File: src/rtl/histogram_pkg.sv
// histogram_pkg: shared types, constants and helpers for the pipelined histogram engine.
//   state_e      - control FSM states
//   DRAIN_CYCLES - cycles spent flushing the S1/S2 pipeline after the last pixel issue
//   bin_slice()  - maps a pixel value to its bin index (top BIN_ADDR_WIDTH bits)
package histogram_pkg;

  typedef enum logic [2:0] {
    ST_IDLE  = 3'd0,
    ST_CLEAR = 3'd1,
    ST_RUN   = 3'd2,
    ST_DRAIN = 3'd3,
    ST_DONE  = 3'd4
  } state_e;

  localparam int unsigned DRAIN_CYCLES = 2;

  // Widest pixel the slice helper handles.
  localparam int unsigned SLICE_MAX_W = 32;

  // Upper bin_w bits of a pix_w-wide pixel, right-aligned.
  function automatic logic [SLICE_MAX_W-1:0] bin_slice(
    input logic [SLICE_MAX_W-1:0] pix,
    input int unsigned            pix_w,
    input int unsigned            bin_w
  );
    logic [SLICE_MAX_W-1:0] mask;
    mask = (SLICE_MAX_W'(1) << bin_w) - SLICE_MAX_W'(1);
    return (pix >> (pix_w - bin_w)) & mask;
  endfunction

endpackage

File: src/rtl/histogram_bin_update.sv
// histogram_bin_update: S2 read-modify-write datapath.
// Selects the base count (forwarded last write or RAM read data), increments it
// and remembers the write for the next cycle's hazard check.
//   clk, rst   - clock, asynchronous active-high reset
//   i_s2_vld   - S2 holds a valid pixel this cycle
//   i_bin      - S2 bin index
//   i_rdata    - bin RAM read data for i_bin (stale if written last cycle)
//   o_wdata_c  - updated count (combinational)
// Optional: `HISTOGRAM_SATURATE_EN` makes the counter stick at all-ones instead of wrapping.
module histogram_bin_update
  import histogram_pkg::*;
#(
  parameter int unsigned BIN_ADDR_WIDTH = 8,
  parameter int unsigned BIN_WIDTH      = 32
) (
  input  logic                      clk,
  input  logic                      rst,
  input  logic                      i_s2_vld,
  input  logic [BIN_ADDR_WIDTH-1:0] i_bin,
  input  logic [BIN_WIDTH-1:0]      i_rdata,
  output logic [BIN_WIDTH-1:0]      o_wdata_c
);

  logic                      r_last_vld;
  logic [BIN_ADDR_WIDTH-1:0] r_last_bin;
  logic [BIN_WIDTH-1:0]      r_last_data;

  logic                      w_fwd;
  logic [BIN_WIDTH-1:0]      w_base;
  logic [BIN_WIDTH-1:0]      w_next;

  // The RAM returns old data when the same bin was written one cycle ago,
  // so the previous write is forwarded in that case.
  always_comb begin
    w_fwd  = r_last_vld && (r_last_bin == i_bin);
    w_base = w_fwd ? r_last_data : i_rdata;
`ifdef HISTOGRAM_SATURATE_EN
    w_next = (w_base == '1) ? w_base : w_base + BIN_WIDTH'(1);
`else
    w_next = w_base + BIN_WIDTH'(1);
`endif
  end

  assign o_wdata_c = w_next;

  // Previous-write register.
  always_ff @(posedge clk or posedge rst) begin
    if (rst) begin
      r_last_vld  <= 1'b0;
      r_last_bin  <= '0;
      r_last_data <= '0;
    end else begin
      r_last_vld <= i_s2_vld;
      if (i_s2_vld) begin
        r_last_bin  <= i_bin;
        r_last_data <= w_next;
      end
    end
  end

endmodule

File: src/rtl/histogram_pipelined.sv
// histogram_pipelined: II=1 histogram engine over external pixel and bin RAMs.
// Optionally zeroes every bin, then streams NUM_PIXELS pixels through a 3-stage
// pipeline (S0 address issue, S1 bin lookup, S2 increment/write).
//   clk, rst        - clock, asynchronous active-high reset
//   start, clear    - run request (accepted in IDLE/DONE), clear-bins-first flag
//   valid           - high while in DONE
//   arg_0_raddr_0   - pixel RAM read address (registered), arg_0_rdata_0 1-cycle data
//   arg_1_raddr_0   - bin RAM read address, arg_1_rdata_0 1-cycle data (old on RdW)
//   arg_1_waddr_0/wdata_0/wen_0 - bin RAM write port
// Optional: define `HISTOGRAM_SATURATE_EN` to saturate bin counts instead of wrapping.
module histogram_pipelined
  import histogram_pkg::*;
#(
  parameter int unsigned PIX_WIDTH      = 8,
  parameter int unsigned PIX_ADDR_WIDTH = 12,
  parameter int unsigned NUM_PIXELS     = 4096,
  parameter int unsigned BIN_ADDR_WIDTH = 8,
  parameter int unsigned BIN_WIDTH      = 32
) (
  input  logic                      clk,
  input  logic                      rst,
  input  logic                      start,
  input  logic                      clear,
  output logic                      valid,
  output logic [PIX_ADDR_WIDTH-1:0] arg_0_raddr_0,
  input  logic [PIX_WIDTH-1:0]      arg_0_rdata_0,
  output logic [BIN_ADDR_WIDTH-1:0] arg_1_raddr_0,
  input  logic [BIN_WIDTH-1:0]      arg_1_rdata_0,
  output logic [BIN_ADDR_WIDTH-1:0] arg_1_waddr_0,
  output logic [BIN_WIDTH-1:0]      arg_1_wdata_0,
  output logic                      arg_1_wen_0
);

  localparam int unsigned DRAIN_CNT_W = (DRAIN_CYCLES > 1) ? $clog2(DRAIN_CYCLES) : 1;

  localparam logic [PIX_ADDR_WIDTH-1:0] LAST_PIX   = PIX_ADDR_WIDTH'(NUM_PIXELS - 1);
  localparam logic [BIN_ADDR_WIDTH-1:0] LAST_BIN   = '1;
  localparam logic [DRAIN_CNT_W-1:0]    LAST_DRAIN = DRAIN_CNT_W'(DRAIN_CYCLES - 1);

  state_e                    r_state;
  state_e                    w_next_state;

  logic                      r_valid;
  logic [PIX_ADDR_WIDTH-1:0] r_pix_addr;
  logic [BIN_ADDR_WIDTH-1:0] r_clr_addr;
  logic [DRAIN_CNT_W-1:0]    r_drain_cnt;

  logic                      r_s1_vld;
  logic                      r_s2_vld;
  logic [BIN_ADDR_WIDTH-1:0] r_s2_bin;

  logic [BIN_ADDR_WIDTH-1:0] w_s1_bin;
  logic [BIN_WIDTH-1:0]      w_upd_wdata;

  // Next-state logic; start/clear only matter in IDLE or DONE.
  always_comb begin
    w_next_state = r_state;
    unique case (r_state)
      ST_IDLE, ST_DONE: begin
        if (start) w_next_state = clear ? ST_CLEAR : ST_RUN;
      end
      ST_CLEAR: begin
        if (r_clr_addr == LAST_BIN) w_next_state = ST_RUN;
      end
      ST_RUN: begin
        if (r_pix_addr == LAST_PIX) w_next_state = ST_DRAIN;
      end
      ST_DRAIN: begin
        if (r_drain_cnt == LAST_DRAIN) w_next_state = ST_DONE;
      end
      default: w_next_state = ST_IDLE;
    endcase
  end

  // State, counters and S1/S2 valid pipeline.
  always_ff @(posedge clk or posedge rst) begin
    if (rst) begin
      r_state     <= ST_IDLE;
      r_valid     <= 1'b0;
      r_pix_addr  <= '0;
      r_clr_addr  <= '0;
      r_drain_cnt <= '0;
      r_s1_vld    <= 1'b0;
      r_s2_vld    <= 1'b0;
      r_s2_bin    <= '0;
    end else begin
      r_state     <= w_next_state;
      r_valid     <= (w_next_state == ST_DONE);
      r_clr_addr  <= (r_state == ST_CLEAR) ? r_clr_addr + BIN_ADDR_WIDTH'(1) : '0;
      r_drain_cnt <= (r_state == ST_DRAIN) ? r_drain_cnt + DRAIN_CNT_W'(1) : '0;
      // Pixel address is zero outside RUN, so it reads as 0 when inactive
      // and starts at 0 on the first RUN cycle.
      if ((r_state == ST_RUN) && (w_next_state == ST_RUN)) begin
        r_pix_addr <= r_pix_addr + PIX_ADDR_WIDTH'(1);
      end else begin
        r_pix_addr <= '0;
      end
      r_s1_vld <= (r_state == ST_RUN);
      r_s2_vld <= r_s1_vld;
      r_s2_bin <= w_s1_bin;
    end
  end

  // S1: pixel data is back this cycle; its bin index addresses the bin RAM directly.
  assign w_s1_bin = r_s1_vld
                  ? BIN_ADDR_WIDTH'(bin_slice(SLICE_MAX_W'(arg_0_rdata_0), PIX_WIDTH, BIN_ADDR_WIDTH))
                  : '0;

  histogram_bin_update #(
    .BIN_ADDR_WIDTH (BIN_ADDR_WIDTH),
    .BIN_WIDTH      (BIN_WIDTH)
  ) u_bin_update (
    .clk       (clk),
    .rst       (rst),
    .i_s2_vld  (r_s2_vld),
    .i_bin     (r_s2_bin),
    .i_rdata   (arg_1_rdata_0),
    .o_wdata_c (w_upd_wdata)
  );

  // Write port is shared between the clear sweep and the S2 increment;
  // the two never overlap in time.
  assign arg_1_wen_0   = (r_state == ST_CLEAR) || r_s2_vld;
  assign arg_1_waddr_0 = (r_state == ST_CLEAR) ? r_clr_addr
                       : (r_s2_vld ? r_s2_bin : '0);
  assign arg_1_wdata_0 = r_s2_vld ? w_upd_wdata : '0;

  assign arg_0_raddr_0 = r_pix_addr;
  assign arg_1_raddr_0 = w_s1_bin;
  assign valid         = r_valid;

endmodule

File: config.mk
export PLATFORM = sky130hd
export DESIGN_NAME = histogram_pipelined
export DESIGN_NICKNAME = d
export VERILOG_FILES = /design/src/rtl/histogram_pkg.sv /design/src/rtl/histogram_bin_update.sv /design/src/rtl/histogram_pipelined.sv
export SDC_FILE = /design/constraint.sdc
export NUM_CORES = 1
export LEC_CHECK = 0
export BUFFER_PORTS_ARGS = -buffer_cell sky130_fd_sc_hd__buf_2
export CAP_MARGIN = 20
export CORE_ASPECT_RATIO = 0.5
export CORE_MARGIN = 2
export CORE_UTILIZATION = 34
export CTS_CLUSTER_SIZE = 28
export DETAILED_ROUTE_END_ITERATION = 6
export GPL_TIMING_DRIVEN = 1
export HOLD_SLACK_MARGIN = 0.12
export SLEW_MARGIN = 10
export SYNTH_ARGS = -nofsm -noshare
export SYNTH_HDL_FRONTEND = slang
export SYNTH_SLANG_ARGS = --single-unit
File: constraint.sdc
create_clock -name clk -period 6.91 [get_ports clk]
set_input_delay 0.3455 -clock clk [delete_from_list [all_inputs] [get_ports clk]]
set_output_delay 0.3455 -clock clk [all_outputs]
set_load 0.02 [all_outputs]
Word level (Yosys, flattened, before mapping)
Cells that the tools add are included.
{"block": "classes", "n_addsub": 4, "multipliers": 0, "div": 0, "order_cmp": 0, "n_eq_ne": 9, "shift": 0, "mux": 14, "bitwise_logic": 0, "reduce_logical": 5}
{"cell": "$mux 32", "n": 2}
{"cell": "$add 32x1->32 const B", "n": 1}
{"cell": "$mux 8", "n": 4}
{"cell": "$add 12x1->12 const B", "n": 1}
{"cell": "$eq 12x12->1 const B", "n": 1}
{"cell": "$mux 12", "n": 1}
{"cell": "$mux 3", "n": 4}
{"cell": "$pmux 3 s4", "n": 1}
{"cell": "$eq 3x2->1 const B", "n": 3}
{"cell": "$add 8x1->8 const B", "n": 1}
{"cell": "$eq 8x8->1", "n": 1}
{"cell": "$eq 8x8->1 const B", "n": 1}
{"cell": "$eq 3x3->1 const B", "n": 2}
{"cell": "$eq 3x1->1 const B", "n": 1}
{"cell": "$logic_not 3->1", "n": 1}
{"cell": "$logic_and 1x1->1", "n": 2}
{"cell": "$mux 2", "n": 1}
{"cell": "$reduce_or 2->1", "n": 1}
{"cell": "$add 1x1->1 const B", "n": 1}
{"cell": "$logic_or 1x1->1", "n": 1}
{"cell": "$mux 1", "n": 1}
{"block": "totals", "reg_bits": 76, "latchBits": 0, "ram_bits": 0, "rom_bits": 0, "input_bits": 44, "wordCells": 43, "memories": 0}

Longest topological paths before layout
{"block": "logic_depth", "word_depth": 6, "mapped_depth": 15}

Hierarchy
A second synthesis with hierarchy kept.
{"block": "hier_totals", "hier_cells": 664, "hier_area_um2": 5567.8}
{"mod": "histogram_bin_update", "instances": 1, "cells_per_inst": 477, "area_each_um2": 3754.9}
{"mod": "histogram_pipelined", "instances": 1, "cells_per_inst": 187, "area_each_um2": 1813.0}

Worst setup path after synthesis
OpenSTA, ideal clock, no wires.
{"block": "synth_path", "path_kind": "register to output", "startpoint": "reg u_bin_update.r_last_bin[3]", "endpoint": "out arg_1_wdata_0[16]", "arrival_ns": 3.420, "path_slack_ns": 3.145, "path_stages_with_launch": 15, "path_buffers": 3, "path_cell_list": "dfrtp_1 > xnor2_1 > nand3_1 > nor3_1 > buf_2 > clkbuf_1 > buf_2 > nand2_1 > nand2_1 > ha_1 > nand3_1 > nor4_1 > nand3_1 > xor2_1 > a211oi_1"}
{"block": "synth_between", "elab_chain_len": 5}
{"element": "from (decl)", "line_no": "histogram_bin_update.sv:25", "text": "logic [BIN_ADDR_WIDTH-1:0] r_last_bin;"}
{"element": "from (signal assigned)", "line_no": "histogram_bin_update.sv:55", "text": "r_last_bin <= i_bin;"}
{"element": "$eq 8x8->1", "line_no": "histogram_bin_update.sv:35", "text": "w_fwd = r_last_vld && (r_last_bin == i_bin);"}
{"element": "$logic_and 1x1->1", "line_no": "histogram_bin_update.sv:35"}
{"element": "$mux 32", "line_no": "histogram_bin_update.sv:36", "text": "w_base = w_fwd ? r_last_data : i_rdata;"}
{"element": "$add 32x1->32", "line_no": "histogram_bin_update.sv:40", "text": "w_next = w_base + BIN_WIDTH'(1);"}
{"element": "$mux 32", "line_no": "histogram_pipelined.sv:126", "text": "assign arg_1_wdata_0 = r_s2_vld ? w_upd_wdata : '0;"}
{"element": "to (decl)", "line_no": "histogram_pipelined.sv:30", "text": "output logic [BIN_WIDTH-1:0] arg_1_wdata_0,"}
No other way between the ends.

Worst setup path after layout
{"block": "layout_path", "startpoint": "reg r_s2_bin[4]", "endpoint": "out arg_1_wdata_0[30]"}
{"block": "layout_between", "elab_chain_len": 5}
{"element": "from (decl)", "line_no": "histogram_pipelined.sv:50", "text": "logic [BIN_ADDR_WIDTH-1:0] r_s2_bin;"}
{"element": "from (signal assigned)", "line_no": "histogram_pipelined.sv:100", "text": "r_s2_bin <= w_s1_bin;"}
{"element": "$eq 8x8->1", "line_no": "histogram_bin_update.sv:35"}
{"element": "$logic_and 1x1->1", "line_no": "histogram_bin_update.sv:35"}
{"element": "$mux 32", "line_no": "histogram_bin_update.sv:36"}
{"element": "$add 32x1->32", "line_no": "histogram_bin_update.sv:40"}
{"element": "$mux 32", "line_no": "histogram_pipelined.sv:126"}
No other way between the ends.

==> results.ini <==
[power_and_ir_drop]
sw_frac_of_total=0.468
peakVddDrop_v=0.000153
power_frac_seq=0.357
pwr_density_cell_mw_per_mm2=357
leakagePower_uw=0.00280
clkPwrFrac=0.199
switching_power_uw=1080
p_int_uw=1230
combPwrFrac=0.444
total_power_uw=2310

[sta]
tns_ps=0
final_max_slew_viol_count=0
worst_clock_skew_ps=7.52
fin_ws_ps=2420
holdWs_ps=105
fmax_mhz=223
finalHoldViolations=0
rsz0062_at_grt=false
fin_crit_ps=4490
finalSetupViolCount=0
slew-limit-headroom=0.398
max_slew.worst_pin.slew_ps=898
fin_crit_sh=0.650

[clock_network]
postCtsSetupBuffers=0
cts_tree=done
root_buffer=clkbuf_16
cts_hold_buffers=0
path_clk_slew_ps=60
clock-sinks=76
cts.path.max_buffers=2
cts_max_level=3
cts_resized=0
clock_latency_ps=340
numCtsBuffers=9

[routing]
drc=0
ant_nets=0
drtIter0Drc=421
num_vias=5379
finalWirelength_um=16200
via_per_inst=5.55
drt-pass1-iter-count=5
routedWlPerCell_um=16.8

[cells_and_area]
antennaDiodeCount=0
final_cell_mix=105 x buf_2, 75 x dfrtp_1, 73 x nand2_1
layout.nets=807
final_common_cell=buf_2
syn_to_final_growth_pct=17.8
post-route-util=0.415
nFillCells=1580
drive_gt1_frac=0.197

[placed_design]
pre_cts_ws_ps=2780
dp_hpwl_um=11600
gp_congestion=0.895
io_buffer_count=105

[worst_setup_path]
endpoint_kind=output port
crit_required_ps=6560
crit_chain=xnor2_1 > nand4_1 > nor3_2 > buf_4 > nand2_1 > nand2_1 > ha_1 > nand3_1 > nor4_1 > nand3_1 > xnor2_1 > o21ai_0 > a21oi_2 > buf_2
crit_path_max_fanout=66
crit_buf_inv=2
slowest_stage=buf_4
rrSetupSlack_ps=3040
timing.rr.start=r_s2_bin[4]
crit_family=simple AND/OR/NAND/NOR gates
reg2reg_depth=13
timing.rr.end=u_bin_update.r_last_data[20]
slowest_delay_ps=600
cp-start-kind=register
crit_arrival_ps=4150
crit_type=register to output port

[logic_synthesis]
syn_area_mm2=0.00550
synth_nets=723
ys_ff_latch=76
ys_warn_count=0
syn_avg_cell_area_um2=8.14
synthCells=676
yosysUniqueCellTypes=65
synth_edf_count=0
synthFlopType=dfrtp_1
synthArstFlopShare=1.00
synth_seq_area_share=0.346

[global_route]
antenna_found_initial=0
grt_max_degree=77
track_usage=0.189
grt_overflow=0
grt_first_pass_wirelength_um=25600
grt_pass1_vias=4974

[status]
status=finished, final reports clean

[die]
die_h_um=94.0
die-area_mm2=0.0173
die_x_um=184
io-pin-count=106
start_util=0.352
core_area_mm2=0.0156
row_count=32

[run]
maxCapViolCount=0

[hold_path]
hold_class=input port to async pin

## flip-flops by register name (all words and copies together), names as in the netlist
register	count
r_clr_addr	8
arg_0_raddr_0	12
r_s2_vld	1
u_bin_update.r_last_bin	8
r_s2_bin	8
r_state	3
r_drain_cnt	1
u_bin_update.r_last_vld	1
u_bin_update.r_last_data	32
r_s1_vld	1
valid	1
## cells in the mapped netlist (22+ instances only)
| cell | count | area share |
|---|---|---|
| inv_1 | 23 | 0.016 |
| nor2_1 | 69 | 0.047 |
| nand3_1 | 48 | 0.044 |
| a21oi_1 | 27 | 0.025 |
| o21ai_0 | 40 | 0.036 |
| xnor2_1 | 43 | 0.068 |
| xor2_1 | 30 | 0.048 |
| and3_1 | 22 | 0.025 |
| nand4_1 | 28 | 0.032 |
| nand2_1 | 73 | 0.050 |
| dfrtp_1 | 76 | 0.35 |
| clkbuf_1 | 27 | 0.018 |
## cell type report
cell class,count,area (um2),share of cell area
clock inverters,5,35.0,0.00541
multi-input cells,537,3350,0.517
inverters,24,91.3,0.0141
repair buffers,112,591,0.0911
well taps,204,255,0.0394
flip-flops and latches,76,1900,0.294
clock buffers,11,253,0.0390
## power groups by stage
stage               registers (uW)  clock network, uW  logic, uW
global placement               819                  0       1010
global route                   854                490       1130
floorplan                      728                  0        816
CTS                            817                471       1030
finish                         825                460       1030
detailed placement             824                  0       1030
## metrics by stage
step	cells	cell area, um2
final	969	6480
after global routing	969	6480
after CTS	968	6460
after detailed placement	952	6170
after global placement	952	6170
after floorplan	676	5500
## cell families (layout without fill, tap and decap cells)
logic type      Yosys count  in the layout  share of synthesized area
flops                    76             76                      0.346
mux                      18             18                     0.0341
fa+ha+maj                 3              3                    0.00682
buf+inv                  63            152                     0.0461
compound gates          121            121                      0.140
xor+xnor                 73             73                      0.116
simple gates            322            322                      0.312
## how the worst max path moves through the flow
| stage | start | end | slack (ps) | depth (start not counted) |
|---|---|---|---|---|
| 6_report | r_s2_bin[4] | arg_1_wdata_0[30] | 2420 | 14 |
| 5_1_grt | r_s2_bin[7] | arg_1_wdata_0[30] | 2000 | 14 |
| 4_1_cts | u_bin_update.r_last_bin[4] | arg_1_wdata_0[30] | 2420 | 14 |
| 3_5_place_dp | r_s2_bin[7] | arg_1_wdata_0[30] | 2780 | 14 |
| 3_3_place_gp | u_bin_update.r_last_bin[3] | arg_1_wdata_0[28] | 2870 | 14 |
| 2_1_floorplan | u_bin_update.r_last_bin[3] | arg_1_wdata_0[16] | 3140 | 14 |
## per-layer routing
layer / track usage / vias up / share of wire
met1: 0.261 / 2603 / 0.47
met3: 0.0318 / 25 / 0.050
li1: - / 2593 / -
met4: 0.0633 / 0 / 0.020
met2: 0.301 / 158 / 0.46
met5: 0 / - / 0
## worst register-to-register path: stages (launching register included)
cell and delay [ps]:
dfrtp_1 400, xnor2_1 160, nand4_1 220, nor3_2 160, buf_4 600, nand2_1 130, nand2_1 90, ha_1 410
nand3_1 210, nor2_1 450, nand4_1 180, xor2_1 280, nor2_1 70, or3_1 370
Power figures use the tool's default switching activity.
